File: config.mk
export PLATFORM = sky130hd
export DESIGN_NAME = pad_framer_u8
export DESIGN_NICKNAME = d
export VERILOG_FILES = /design/src/rtl/pad_framer_u8.sv
export SDC_FILE = /design/constraint.sdc
export NUM_CORES = 1
export LEC_CHECK = 0
export ABC_CLOCK_PERIOD_IN_PS = 2400
export BUFFER_PORTS_ARGS = -buffer_cell sky130_fd_sc_hd__buf_2
export CAP_MARGIN = 10
export CORE_ASPECT_RATIO = 0.5
export CORE_UTILIZATION = 54
export CTS_CLUSTER_SIZE = 16
export DETAILED_ROUTE_END_ITERATION = 8
export HOLD_SLACK_MARGIN = 0.15
export PLACE_DENSITY = 0.78
export SYNTH_ARGS = -nofsm -noshare
export SYNTH_HDL_FRONTEND = slang
export SYNTH_SLANG_ARGS = --single-unit
File: constraint.sdc
create_clock -name clk -period 2.4 [get_ports clk]
set_input_delay 0.12 -clock clk [delete_from_list [all_inputs] [get_ports clk]]
set_output_delay 0.12 -clock clk [all_outputs]
set_load 0.1 [all_outputs]
File: src/rtl/pad_framer_u8.sv
// pad_framer_u8: pulls a raw u8 image over valid/ready and emits it framed by a
// constant-valued border as a valid-gated raster with line/frame/pad flags.
// The raster walk sets the pace: interior pixels are requested only when the
// current position needs one, and pad beats are produced without any input.
module pad_framer_u8 #(
   parameter int unsigned IMG_W      = 28,
   parameter int unsigned IMG_H      = 28,
   parameter int unsigned PAD        = 2,
   parameter logic [7:0]  PAD_VALUE  = 8'd128,
   parameter int unsigned GAP_CYCLES = 4
) (
   input  logic       clk,
   input  logic       srst,
   input  logic       start,
   input  logic       in_valid,
   output logic       in_ready,
   input  logic [7:0] in_pixel,
   input  logic       in_last,
   output logic       out_valid,
   output logic [7:0] out_pixel,
   output logic       out_line_last,
   output logic       out_frame_last,
   output logic       out_is_pad,
   output logic       busy,
   output logic       err_len
);

   localparam int unsigned OW = IMG_W + 2 * PAD;
   localparam int unsigned OH = IMG_H + 2 * PAD;
   localparam int unsigned CW = (OW > 1) ? $clog2(OW) : 1;
   localparam int unsigned RW = (OH > 1) ? $clog2(OH) : 1;
   localparam int unsigned GW = (GAP_CYCLES > 1) ? $clog2(GAP_CYCLES) : 1;

   localparam logic [CW-1:0] COL_LAST    = CW'(OW - 1);
   localparam logic [RW-1:0] ROW_LAST    = RW'(OH - 1);
   localparam logic [CW-1:0] COL_IN_LAST = CW'(PAD + IMG_W - 1);
   localparam logic [RW-1:0] ROW_IN_LAST = RW'(PAD + IMG_H - 1);
   localparam logic [CW:0]   COL_PAD     = (CW + 1)'(PAD);
   localparam logic [RW:0]   ROW_PAD     = (RW + 1)'(PAD);
   localparam logic [CW:0]   COL_SPAN    = (CW + 1)'(IMG_W);
   localparam logic [RW:0]   ROW_SPAN    = (RW + 1)'(IMG_H);
   localparam logic [GW-1:0] GAP_LAST    = GW'((GAP_CYCLES > 0) ? GAP_CYCLES - 1 : 0);

   typedef enum logic [1:0] {
      IDLE = 2'd0,
      RUN  = 2'd1,
      GAP  = 2'd2
   } state_t;

   state_t        state;
   logic [CW-1:0] col;
   logic [RW-1:0] row;
   logic [GW-1:0] gap_cnt;

   // Beat register stage (p1): one cycle behind the position / handshake.
   logic          vld_p1;
   logic [7:0]    pix_p1;
   logic          line_last_p1;
   logic          frame_last_p1;
   logic          is_pad_p1;
   logic          err_p1;

   logic [CW:0]   col_off;
   logic [RW:0]   row_off;
   logic          interior;
   logic          running;
   logic          hs;
   logic          adv;
   logic          at_col_last;
   logic          at_final;
   logic          at_in_final;

   // Offsetting by PAD makes positions left/above the interior wrap to a large
   // value, so a single unsigned compare covers both sides of the border.
   assign col_off     = {1'b0, col} - COL_PAD;
   assign row_off     = {1'b0, row} - ROW_PAD;
   assign interior    = (col_off < COL_SPAN) && (row_off < ROW_SPAN);
   assign running     = (state == RUN);
   assign in_ready    = running && interior;
   assign hs          = in_ready && in_valid;
   assign adv         = running && (!interior || in_valid);
   assign at_col_last = (col == COL_LAST);
   assign at_final    = at_col_last && (row == ROW_LAST);
   assign at_in_final = (col == COL_IN_LAST) && (row == ROW_IN_LAST);
   assign busy        = (state != IDLE);

   assign out_valid      = vld_p1;
   assign out_pixel      = pix_p1;
   assign out_line_last  = line_last_p1;
   assign out_frame_last = frame_last_p1;
   assign out_is_pad     = is_pad_p1;
   assign err_len        = err_p1;

   // Frame FSM: raster walk, registered beat outputs and the sticky length check.
   always_ff @(posedge clk or posedge srst) begin
      if (srst) begin
         state         <= IDLE;
         col           <= '0;
         row           <= '0;
         gap_cnt       <= '0;
         vld_p1        <= 1'b0;
         pix_p1        <= '0;
         line_last_p1  <= 1'b0;
         frame_last_p1 <= 1'b0;
         is_pad_p1     <= 1'b0;
         err_p1        <= 1'b0;
      end else begin
         vld_p1        <= adv;
         line_last_p1  <= adv && at_col_last;
         frame_last_p1 <= adv && at_final;
         is_pad_p1     <= adv && !interior;
         if (adv) begin
            pix_p1 <= interior ? in_pixel : PAD_VALUE;
         end
         case (state)
            IDLE: begin
               if (start) begin
                  state  <= RUN;
                  col    <= '0;
                  row    <= '0;
                  err_p1 <= 1'b0;
               end
            end
            RUN: begin
               if (hs && (in_last != at_in_final)) begin
                  err_p1 <= 1'b1;
               end
               if (adv) begin
                  if (at_col_last) begin
                     col <= '0;
                     if (at_final) begin
                        row     <= '0;
                        gap_cnt <= '0;
                        state   <= (GAP_CYCLES == 0) ? IDLE : GAP;
                     end else begin
                        row <= row + 1'b1;
                     end
                  end else begin
                     col <= col + 1'b1;
                  end
               end
            end
            GAP: begin
               if (gap_cnt == GAP_LAST) begin
                  state <= IDLE;
               end else begin
                  gap_cnt <= gap_cnt + 1'b1;
               end
            end
            default: state <= IDLE;
         endcase
      end
   end

endmodule

Yosys cells after proc, flatten, opt, wreduce, memory -nomap -nowiden
Cells that the tools add are included.
- shift operators: 0
- multiply operators: 0
- divide/modulo/power cells: 0
- multiplexer cells: 23
- magnitude comparators: 2
- equality and inequality tests: 15
- reduce and logical (&&, ||, !) cells: 21
- bitwise operators: 0
- add/sub/neg operators: 5
- operator list (operator ; count):
    $mux 5 ; 6
    $eq 5x5->1 const B ; 4
    $pmux 5 s2 ; 2
    $mux 2 ; 9
    $lt 6x5->1 const B ; 2
    $sub 5x2->6 const B ; 2
    $add 5x1->5 const B ; 2
    $logic_and 1x1->1 ; 10
    $reduce_and 5->1 ; 2
    $mux 8 ; 1
    $ne 2x1->1 const B ; 4
    $ne 2x2->1 const B ; 3
    $pmux 2 s3 ; 1
    $reduce_and 3->1 ; 2
    $reduce_bool 2->1 ; 3
    $eq 2x2->1 const B ; 2
    $pmux 2 s2 ; 1
    $reduce_and 4->1 ; 1
    $add 2x1->2 const B ; 1
    $eq 2x1->1 const B ; 1
    $logic_not 2->1 ; 1
    $mux 1 ; 2
    $pmux 1 s2 ; 1
    $logic_not 1->1 ; 1
    other kinds (2) ; 2
- memories kept: 0
- RAM bits: 0
- register bits after elaboration: 27
- latch bits: 0
- bits of input ports: 13
- word-level logic and storage cells: 76
- output and inout port bits: 15
- memory bits (read-only): 0

Longest topological paths before layout
- word-level depth: 8
- mapped depth: 8
- depth with buffers taken out: 8

Least setup slack after synthesis
OpenSTA, ideal clock, no wires.
- kind: register to output
- start: register col[1]
- end: output port in_ready
- cell stages (with the launch flop): 6
- buffers on the path: 0
- data required time: 2.280 ns
- arrival: 3.260 ns
- path slack: -0.980 ns
- path through: dfrtp_1 > inv_1 > ha_1 > nor3b_1 > a211o_1 > nor3_1
- cells in the longest elaborated chain, start to end: 4
- RTL lines (item ; RTL line ; RTL):
    start, declared ; 51 ; logic [CW-1:0] col;
    start signal, assigned ; 139 ; col <= col + 1'b1;
    $sub 5x2->6 ; 75 ; assign col_off = {1'b0, col} - COL_PAD;
    $lt 6x5->1 ; 77 ; assign interior = (col_off < COL_SPAN) && (row_off < ROW_SPAN);
    $logic_and 1x1->1 ; 77 ;
    $logic_and 1x1->1 ; 79 ; assign in_ready = running && interior;
    end, declared ; 16 ; output logic in_ready,
No other way between the ends.

Worst setup path in the final report
- start: register row[1]
- end: output port in_ready
- cells in the longest elaborated chain, start to end: 4
- RTL lines (item ; RTL line ; RTL):
    start, declared ; 52 ; logic [RW-1:0] row;
    start signal, assigned ; 136 ; row <= row + 1'b1;
    $sub 5x2->6 ; 76 ; assign row_off = {1'b0, row} - ROW_PAD;
    $lt 6x5->1 ; 77 ;
    $logic_and 1x1->1 ; 77 ;
    $logic_and 1x1->1 ; 79 ;
No other way between the ends.

==> metrics.cfg <==
[detailed_routing]
detail-route-antenna-nets=0
wl_met3_microns=198
via_per_inst=5.54
first_iter_violations=62
met2_length_mm=1.49
first_pass_iters=4
wl_mm=3.31
drc=0
wl_met1_mm=1.59
vias=1196
avgRoutedWirePerCell_microns=15.3
top_layer=met4

[timing]
period_share_pct=95.0
setup_viol=0
max_freq_mhz=439
rsz0062_at_grt=no
tightest_slew_ns=0.557
slew_headroom_pct=62.6
maxSlewViolCount=0
hold_viol_final=0
fin_worst_skew_ns=0.00331
tns_ns=0
min_period_ns=2.28

[setup_path]
crit_arrival_ns=2.16
cp_max_fo=4
critPathCaptureType=output port
required_ns=2.28
crit_type=reg2out
crit_path_start_kind=register

[place]
port_buffers=27
place_congestion=0.848
place_hpwl_mm=2.25

[die]
start_util_pct=61.3
top_level_ports=28
die_area_sq_um=2920
fp.dieW_microns=75.4
rows=12
coreArea_sq_um=2370
die_h_microns=38.7

[pwr]
intPower_mw=0.875
ir_drop_mv=0.629
power.leakage_nw=0.924
power_frac_comb_pct=49.0
p_switching_mw=0.803
power_density_nw_per_um2=935
power_frac_clock_pct=15.2
p_sw_share_pct=47.9
seqPwrFrac_pct=35.7

[global_routing]
overflow=0
grt_util_all_layers_pct=27.2
grt_pass1_wl_mm=5.45
grt_pass1_vias=1118
antenna_found_initial=0
grt_max_degree=28

[cts]
cts_max_path_buffers=2
cts_tree=done
cts_num_sinks=27
insertion_delay_ns=0.27
clkSlewWorstSetupHoldPaths_ns=0.09
post_cts_buffers=0
htreeDepth=1
cts_buffers=3
root_buffer=clkbuf_8

[cells_and_area]
fin_util_pct=75.7
nets=206
diodes=0
final_layout_size_suffix_gt1_share_pct=23.2
layout_common_cells=27 x dfrtp_1, 26 x buf_2, 16 x nor2_1, 11 x ha_1
layout_commonest_cell=dfrtp_1
area_growth_pct=23.4

[yosys]
avgSynthCellArea_sq_um=10.4
async_flop_share_pct=100
ys_ff_latch=27
ys_seq_area_share_pct=46.4
ys_types=41
synth_flop_cell=dfrtp_1
synth_nets=164
syn_area_sq_um=1460
synth_edf_count=0
yosys_warnings=0
postSynthCellCount=140

[worst_hold_path]
holdCritPathClass=in2reg

[outcome]
status=completed

[job]
maxCapViolCount=0

## per-layer routing
metal / GRT usage, % / vias to the layer above
met4: 5.56 / 0
li1: - / 584
met5: 0 / -
met2: 44.4 / 37
met1: 36.6 / 568
met3: 7.55 / 7
## power groups by stage
stage | Clock (mW) | Combinational, mW | Sequential [mW]
2_1_floorplan | 0 | 0.501 | 0.758
3_3_place_gp | 0 | 0.796 | 0.606
3_5_place_dp | 0 | 0.801 | 0.608
4_1_cts | 0.263 | 0.820 | 0.599
5_1_grt | 0.281 | 0.884 | 0.615
6_report | 0.256 | 0.823 | 0.600
## repair_timing
item | in CTS | in global routing
hold buffers | 9 | 0
hold endpoints to repair | 35 | 0
setup endpoints to repair | 0 | 1
gates resized for setup | 0 | 1
## worst paths after layout
path | endpoint | startpoint | cells after the start | slack [ns]
max in group asynchronous | row[3]$_DFFE_PP0P_ | srst | 4 | 1.69
max reg2reg | row[4]$_DFFE_PP0P_ | row[1]$_DFFE_PP0P_ | 8 | 0.16
min in group asynchronous | out_pixel[0]$_DFFE_PP0P_ | srst | 4 | 0.46
min | err_len$_DFFE_PP0P_ | start | 3 | 0.15
min reg2reg | out_pixel[2]$_DFFE_PP0P_ | out_pixel[2]$_DFFE_PP0P_ | 1 | 0.51
max | in_ready | row[1]$_DFFE_PP0P_ | 6 | 0.12
## through the flow
stage	setup WS [ns]	cells	instance area (sq um)	hold WS [ns]	total power, mW
2_1_floorplan	0.286	140	1470	0.173	1.26
5_1_grt	0.00577	216	1800	0.162	1.78
4_1_cts	0.0646	216	1790	0.154	1.68
3_5_place_dp	0.179	203	1660	0.199	1.41
3_3_place_gp	0.260	203	1660	0.190	1.40
6_report	0.121	216	1800	0.154	1.68
## registers in the layout (all words and copies together), names as in the netlist
name,count
out_pixel,8
col,5
row,5
err_len,1
out_line_last,1
out_valid,1
gap_cnt,2
out_frame_last,1
out_is_pad,1
state,2
## logic make-up after synthesis
group | share of synthesized area (%)
AOI/OAI and AO/OA | 18.5
xor gates and xnor gates | 1.20
adders and majority gates | 9.46
buffers and inverters | 3.61
DFF | 46.4
muxes | 0.688
and+or+nand+nor | 20.1
## Yosys cell counts (2+ instances only)
cell,instances,area (sq um)
nand2_1,8,30.0
nand2b_1,3,18.8
a22o_1,10,87.6
nor2_1,16,60.1
a31oi_1,3,18.8
o21ai_0,2,10.0
nand4_1,2,12.5
o22ai_1,2,12.5
nor2b_1,3,18.8
or2_2,2,12.5
a21oi_1,7,35.0
nor3b_1,3,22.5
nand3_1,3,15.0
inv_1,10,37.5
dfrtp_1,27,676
and3_1,4,25.0
ha_1,11,138
## critical path: stages, from the launching register on
cell	delay [ns]
dfrtp_1	0.40
inv_1	0.09
ha_1	0.30
or3b_1	0.38
o211ai_2	0.38
nor3_4	0.05
clkbuf_4	0.29
## cell type report
class                   count  area [sq um]
clock buffers               3          41.3
well taps                  35          43.8
repair buffers             39           250
clock inverters             1          5.00
multi-input cells         100           738
fillers                   181           577
inverters                  11          41.3
flip-flops and latches     27           676
(Power assumes the default switching activity.)
